===== src/rtl/kb_pkg.sv =====
// Shared keyboard constants and the buffered key entry layout.
// Used by the key event FIFO and its storage sub-module.
package kb_pkg;

    localparam int KB_CODE_W     = 8;
    localparam int KB_FIFO_DEPTH = 8;
    localparam logic [KB_CODE_W-1:0] KB_BREAK_PREFIX = 8'hF0;

    typedef struct packed {
        logic [KB_CODE_W-1:0] scan;
        logic [KB_CODE_W-1:0] ascii;
    } kb_entry_t;

    localparam int KB_ENTRY_W = $bits(kb_entry_t);

endpackage


===== src/rtl/kb_sync_fifo.sv =====
// Single-clock first-word-fall-through FIFO.
// Occupancy is tracked in its own counter so full/empty stay exact at wrap.
module kb_sync_fifo #(
    parameter int WIDTH = 16,
    parameter int DEPTH = 8
) (
    input  logic                     clk,
    input  logic                     rst,
    input  logic                     wr_en,
    input  logic [WIDTH-1:0]         wr_data,
    input  logic                     rd_en,
    output logic [WIDTH-1:0]         rd_data,
    output logic [$clog2(DEPTH):0]   count,
    output logic                     full,
    output logic                     empty
);

    localparam int AW = $clog2(DEPTH);
    localparam int CW = AW + 1;

    logic [WIDTH-1:0] mem [DEPTH];
    logic [AW-1:0]    wr_ptr;
    logic [AW-1:0]    rd_ptr;
    logic             rd_ok;
    logic             wr_ok;

    assign full  = (count == CW'(DEPTH));
    assign empty = (count == '0);
    assign rd_ok = rd_en && !empty;
    assign wr_ok = wr_en && (!full || rd_ok);

    assign rd_data = empty ? '0 : mem[rd_ptr];

    // Storage write; no reset needed since reads are gated by empty.
    always_ff @(posedge clk) begin
        if (!rst && wr_ok) begin
            mem[wr_ptr] <= wr_data;
        end
    end

    // Pointers wrap naturally because DEPTH is a power of two.
    always_ff @(posedge clk) begin
        if (rst) begin
            wr_ptr <= '0;
            rd_ptr <= '0;
        end else begin
            if (wr_ok) wr_ptr <= wr_ptr + AW'(1);
            if (rd_ok) rd_ptr <= rd_ptr + AW'(1);
        end
    end

    // Occupancy counter; a simultaneous push and pop leaves it unchanged.
    always_ff @(posedge clk) begin
        if (rst) begin
            count <= '0;
        end else begin
            unique case ({wr_ok, rd_ok})
                2'b10:   count <= count + CW'(1);
                2'b01:   count <= count - CW'(1);
                default: count <= count;
            endcase
        end
    end

endmodule


===== src/rtl/key_event_fifo.sv =====
// Key event buffer: drops breaks, filters typematic repeats,
// and counts make events lost to overflow.
module key_event_fifo
    import kb_pkg::*;
#(
    parameter int DEPTH         = KB_FIFO_DEPTH,
    parameter int FILTER_REPEAT = 1
) (
    input  logic                   clk,
    input  logic                   rst,
    input  logic                   evt_valid,
    input  logic                   evt_break,
    input  logic [KB_CODE_W-1:0]   evt_scan,
    input  logic [KB_CODE_W-1:0]   evt_ascii,
    output logic                   out_valid,
    input  logic                   out_ready,
    output logic [KB_CODE_W-1:0]   out_scan,
    output logic [KB_CODE_W-1:0]   out_ascii,
    output logic [$clog2(DEPTH):0] count,
    output logic                   full,
    output logic                   empty,
    output logic [7:0]             drop_cnt,
    output logic                   overflow
);

    logic [KB_CODE_W-1:0] last_scan;
    logic                 held;
    logic                 is_make;
    logic                 is_break;
    logic                 same_key;
    logic                 repeat_hit;
    logic                 cand;
    logic                 pop;
    logic                 accept;
    logic                 drop;
    kb_entry_t            wr_entry;
    kb_entry_t            rd_entry;

    assign is_make    = evt_valid && !evt_break;
    assign is_break   = evt_valid && evt_break;
    assign same_key   = (evt_scan == last_scan);
    assign repeat_hit = (FILTER_REPEAT != 0) && held && same_key;
    assign cand       = is_make && !repeat_hit;
    assign out_valid  = !empty;
    assign pop        = out_valid && out_ready;
    assign accept     = cand && (!full || pop);
    assign drop       = cand && !accept;

    assign wr_entry.scan  = evt_scan;
    assign wr_entry.ascii = evt_ascii;
    assign out_scan       = rd_entry.scan;
    assign out_ascii      = rd_entry.ascii;

    kb_sync_fifo #(
        .WIDTH (KB_ENTRY_W),
        .DEPTH (DEPTH)
    ) u_fifo (
        .clk     (clk),
        .rst     (rst),
        .wr_en   (accept),
        .wr_data (wr_entry),
        .rd_en   (pop),
        .rd_data (rd_entry),
        .count   (count),
        .full    (full),
        .empty   (empty)
    );

    // Track the last pressed key so a held key's repeats can be suppressed.
    always_ff @(posedge clk) begin
        if (rst) begin
            last_scan <= '0;
            held      <= 1'b0;
        end else if (cand) begin
            last_scan <= evt_scan;
            held      <= 1'b1;
        end else if (is_break && same_key) begin
            held      <= 1'b0;
        end
    end

    // Saturating drop counter and sticky overflow flag.
    always_ff @(posedge clk) begin
        if (rst) begin
            drop_cnt <= '0;
            overflow <= 1'b0;
        end else if (drop) begin
            overflow <= 1'b1;
            if (drop_cnt != 8'hFF) drop_cnt <= drop_cnt + 8'd1;
        end
    end

endmodule


===== config.mk =====
export PLATFORM = sky130hd
export DESIGN_NAME = key_event_fifo
export DESIGN_NICKNAME = d
export VERILOG_FILES = /design/src/rtl/kb_pkg.sv /design/src/rtl/kb_sync_fifo.sv /design/src/rtl/key_event_fifo.sv
export SDC_FILE = /design/constraint.sdc
export NUM_CORES = 1
export LEC_CHECK = 0
export ABC_AREA = 0
export CAP_MARGIN = 20
export CELL_PAD_IN_SITES_DETAIL_PLACEMENT = 0
export CELL_PAD_IN_SITES_GLOBAL_PLACEMENT = 2
export CORE_ASPECT_RATIO = 0.5
export CORE_UTILIZATION = 39
export CTS_CLUSTER_SIZE = 16
export DETAILED_ROUTE_END_ITERATION = 6
export PLACE_DENSITY_LB_ADDON = 0.1
export SLEW_MARGIN = 25
export SYNTH_ARGS = -nofsm -noshare
export SYNTH_HDL_FRONTEND = slang
export SYNTH_SLANG_ARGS = --single-unit

===== constraint.sdc =====
create_clock -name clk -period 3.8 [get_ports clk]
set_clock_uncertainty 0.2 [all_clocks]
set_input_delay 0.76 -clock clk [delete_from_list [all_inputs] [get_ports clk]]
set_output_delay 0.76 -clock clk [all_outputs]
set_load 0.1 [all_outputs]

==> impl_metrics.json <==
{
  "ios": 53,
  "p_sw_mw": 2.51,
  "min_path_type": "reg -> reg",
  "avgRoutedWirePerCell_um": 18.8,
  "setup_viol": 0,
  "syn_avg_cell_area_sq_um": 17.0,
  "min_period_ns": 3.34,
  "power.density_nw_per_um2": 757,
  "synth_cell_types": 39,
  "syn_area_sq_um": 6360,
  "dieHeight_um": 92.3,
  "path_class": "reg -> out",
  "synth_nets": 403,
  "synth_seq_cells": 159,
  "dr.pass1.iters": 5,
  "cp.arrival_ns": 2.38,
  "port-buffer-count": 52,
  "cts_buffers": 17,
  "regArea_sq_um": 4470,
  "ys_seq_area_frac": 0.702,
  "syn_inst": 375,
  "pwr-share-clk": 0.274,
  "cp-end-kind": "primary output",
  "grt_use_met1": 0.215,
  "die-area_sq_um": 16900,
  "cts_tree": "done",
  "grt_pass1_wl_mm": 20.2,
  "power_leakage_nw": 2.71,
  "grt_pass1_vias": 3609,
  "finalCritPeriodShare": 0.880,
  "multiInputGateArea_sq_um": 1910,
  "clk_pin_slew_ns": 0.07,
  "fmax_mhz": 299,
  "chipWidth_um": 183,
  "drc": 0,
  "ys_warn_count": 0,
  "initial_core_util": 0.406,
  "cts_root_buf": "clkbuf_16",
  "area_growth_pct": 30.0,
  "drive_above_1_share": 0.299,
  "cts_resized": 0,
  "synth_common_cells": "edfxtp_1 (128), nor2_1 (42), mux4_2 (32), dfxtp_1 (31), mux2i_1 (24)",
  "grt_antenna_before_repair": 0,
  "startpoint": "u_fifo.count[3]",
  "hold_viol_final": 0,
  "globalRouteOverflowTotal": 0,
  "outcome": "completed",
  "total_power_mw": 6.26,
  "seq_power_share": 0.315,
  "grt_max_degree": 33,
  "nets": 484,
  "antenna_cells": 0,
  "via_count": 3493,
  "vdd_ir_drop_max_v": 0.000621,
  "synth_most_common_cell": "edfxtp_1",
  "gr-max-usage-layer": "met2",
  "fill_cells": 1250,
  "cp-start-kind": "register",
  "synthArstFlopShare": 0,
  "cts_setup_buffers": 0,
  "combPwrFrac": 0.410,
  "dpl.hpwl_mm": 8.05,
  "r2r_start": "u_fifo.count[3]",
  "place_congestion": 0.739,
  "rsz0062_at_grt": "false",
  "r2r-end": "u_fifo.count[3]",
  "clk_latency_ns": 0.41,
  "synth_ff_type": "edfxtp_1",
  "coreArea_sq_um": 15700,
  "final-max-slew-violation-count": 0,
  "grtUsageTotal": 0.165,
  "worst_r2r_path_depth": 10,
  "switching_share": 0.401,
  "wl_mm": 13.0,
  "ctsHoldBuffers": 0,
  "rows": 32,
  "synth-edff-count": 128,
  "cts_num_sinks": 159,
  "slew_headroom": 0.337,
  "fin_ws_ns": 0.456,
  "crit_end": "empty",
  "drtAntennaViolNets": 0,
  "use_met3": 0.0350,
  "internal_power_mw": 3.75,
  "cp_max_fo": 12,
  "pre_cts_slack_ns": 0.101,
  "yosys.area.top_type_share": 0.604,
  "setup-tns-final_ns": 0,
  "drt_iter0_drc": 174,
  "cap_violations": 0,
  "gr-usage-met2": 0.276,
  "htreeDepth": 4,
  "worst_pin_slew_ns": 0.991,
  "yosys.area.top_type": "edfxtp_1",
  "ff2ff_setup_slack_ns": 0.82,
  "vias_per_cell": 5.06,
  "cp_data_required_time_ns": 2.84,
  "hp-start": "overflow",
  "cts_buffer_depth": 2,
  "yosys-top-cells-area": "edfxtp_1 (60%), mux4_2 (11%), dfxtp_1 (9.8%)"
}
==> flip-flops by register name, summed over array words and instances (netlist names), named ones only <==
register,count
last_scan,8
overflow,1
u_fifo.rd_ptr,3
u_fifo.mem,128
u_fifo.wr_ptr,3
drop_cnt,8
held,1
u_fifo.count,4
==> how the worst min path moves through the flow <==
stage / cells past startpoint / slack, ns / end
6_report: 2 / 0.29 / overflow
3_5_place_dp: 2 / 0.27 / overflow
2_1_floorplan: 2 / 0.25 / held
3_3_place_gp: 2 / 0.27 / held
5_1_grt: 2 / 0.34 / last_scan[7]
4_1_cts: 2 / 0.29 / overflow
==> cells by family (layout without fill, tap and decap cells) <==
group,count (synthesis),in the layout,share of synthesized area
adder cells (fa/ha/maj),7,7,0.0149
AND/OR/NAND/NOR,82,82,0.0629
flip-flops,159,159,0.702
buffers and inverters,25,119,0.0171
AO/OA/AOI/OAI,32,32,0.0325
XOR/XNOR,13,13,0.0179
multiplexers,57,57,0.153
==> layer usage <==
metal	vias up	part of all wire
met5	-	0
met2	66	0.48
met3	10	0.040
li1	1639	-
met4	0	0.0084
met1	1778	0.48
==> placed cells by master (no fill, tap or decap), drive strengths merged, types with 3 or more instances in the layout <==
cell and count:
or4 4, edfxtp 128, inv 17, nor2 42, nor4 4, nand3 8
o21ai 6, mux2i 24, clkdlybuf4s50 33, mux4 32, dfxtp 31, clkbuf 17
clkinv 3, buf 46, nor3 4, a21oi 15, o31ai 3, nand2 8
xor2 11, or3 3, ha 6
==> worst max-delay path, stage by stage, from the launching register on <==
cell and delay (ns):
dfxtp_4 0.36, or4_4 0.55, inv_2 0.28, buf_4 0.39, buf_4 0.36
==> power groups by stage <==
stage | sequential [mW] | combinational [mW] | clock, mW
after global routing | 1.98 | 2.66 | 1.83
after detailed placement | 2.01 | 2.59 | 0
after CTS | 1.97 | 2.59 | 1.76
final | 1.97 | 2.57 | 1.72
after global placement | 2.01 | 2.58 | 0
after floorplan | 2.13 | 1.66 | 0
==> stage by stage <==
step	instance area, sq um	utilization	cells	hold slack [ns]
after floorplan	6460	-	375	0.250
after CTS	8270	0.528	690	0.294
after global routing	8270	0.528	690	0.341
after detailed placement	7670	0.490	658	0.274
final	8270	0.528	690	0.293
after global placement	7670	0.490	658	0.270
==> final cells by class <==
cell class	instances	share of cell area
multi-input combinational	191	0.232
tap	221	0.0334
sequential	159	0.541
inverter	8	0.00363
clock buffer	17	0.0514
timing repair buffer	79	0.118
clock inverter	15	0.0210
No activity file was read; power rests on OpenSTA's default activity.
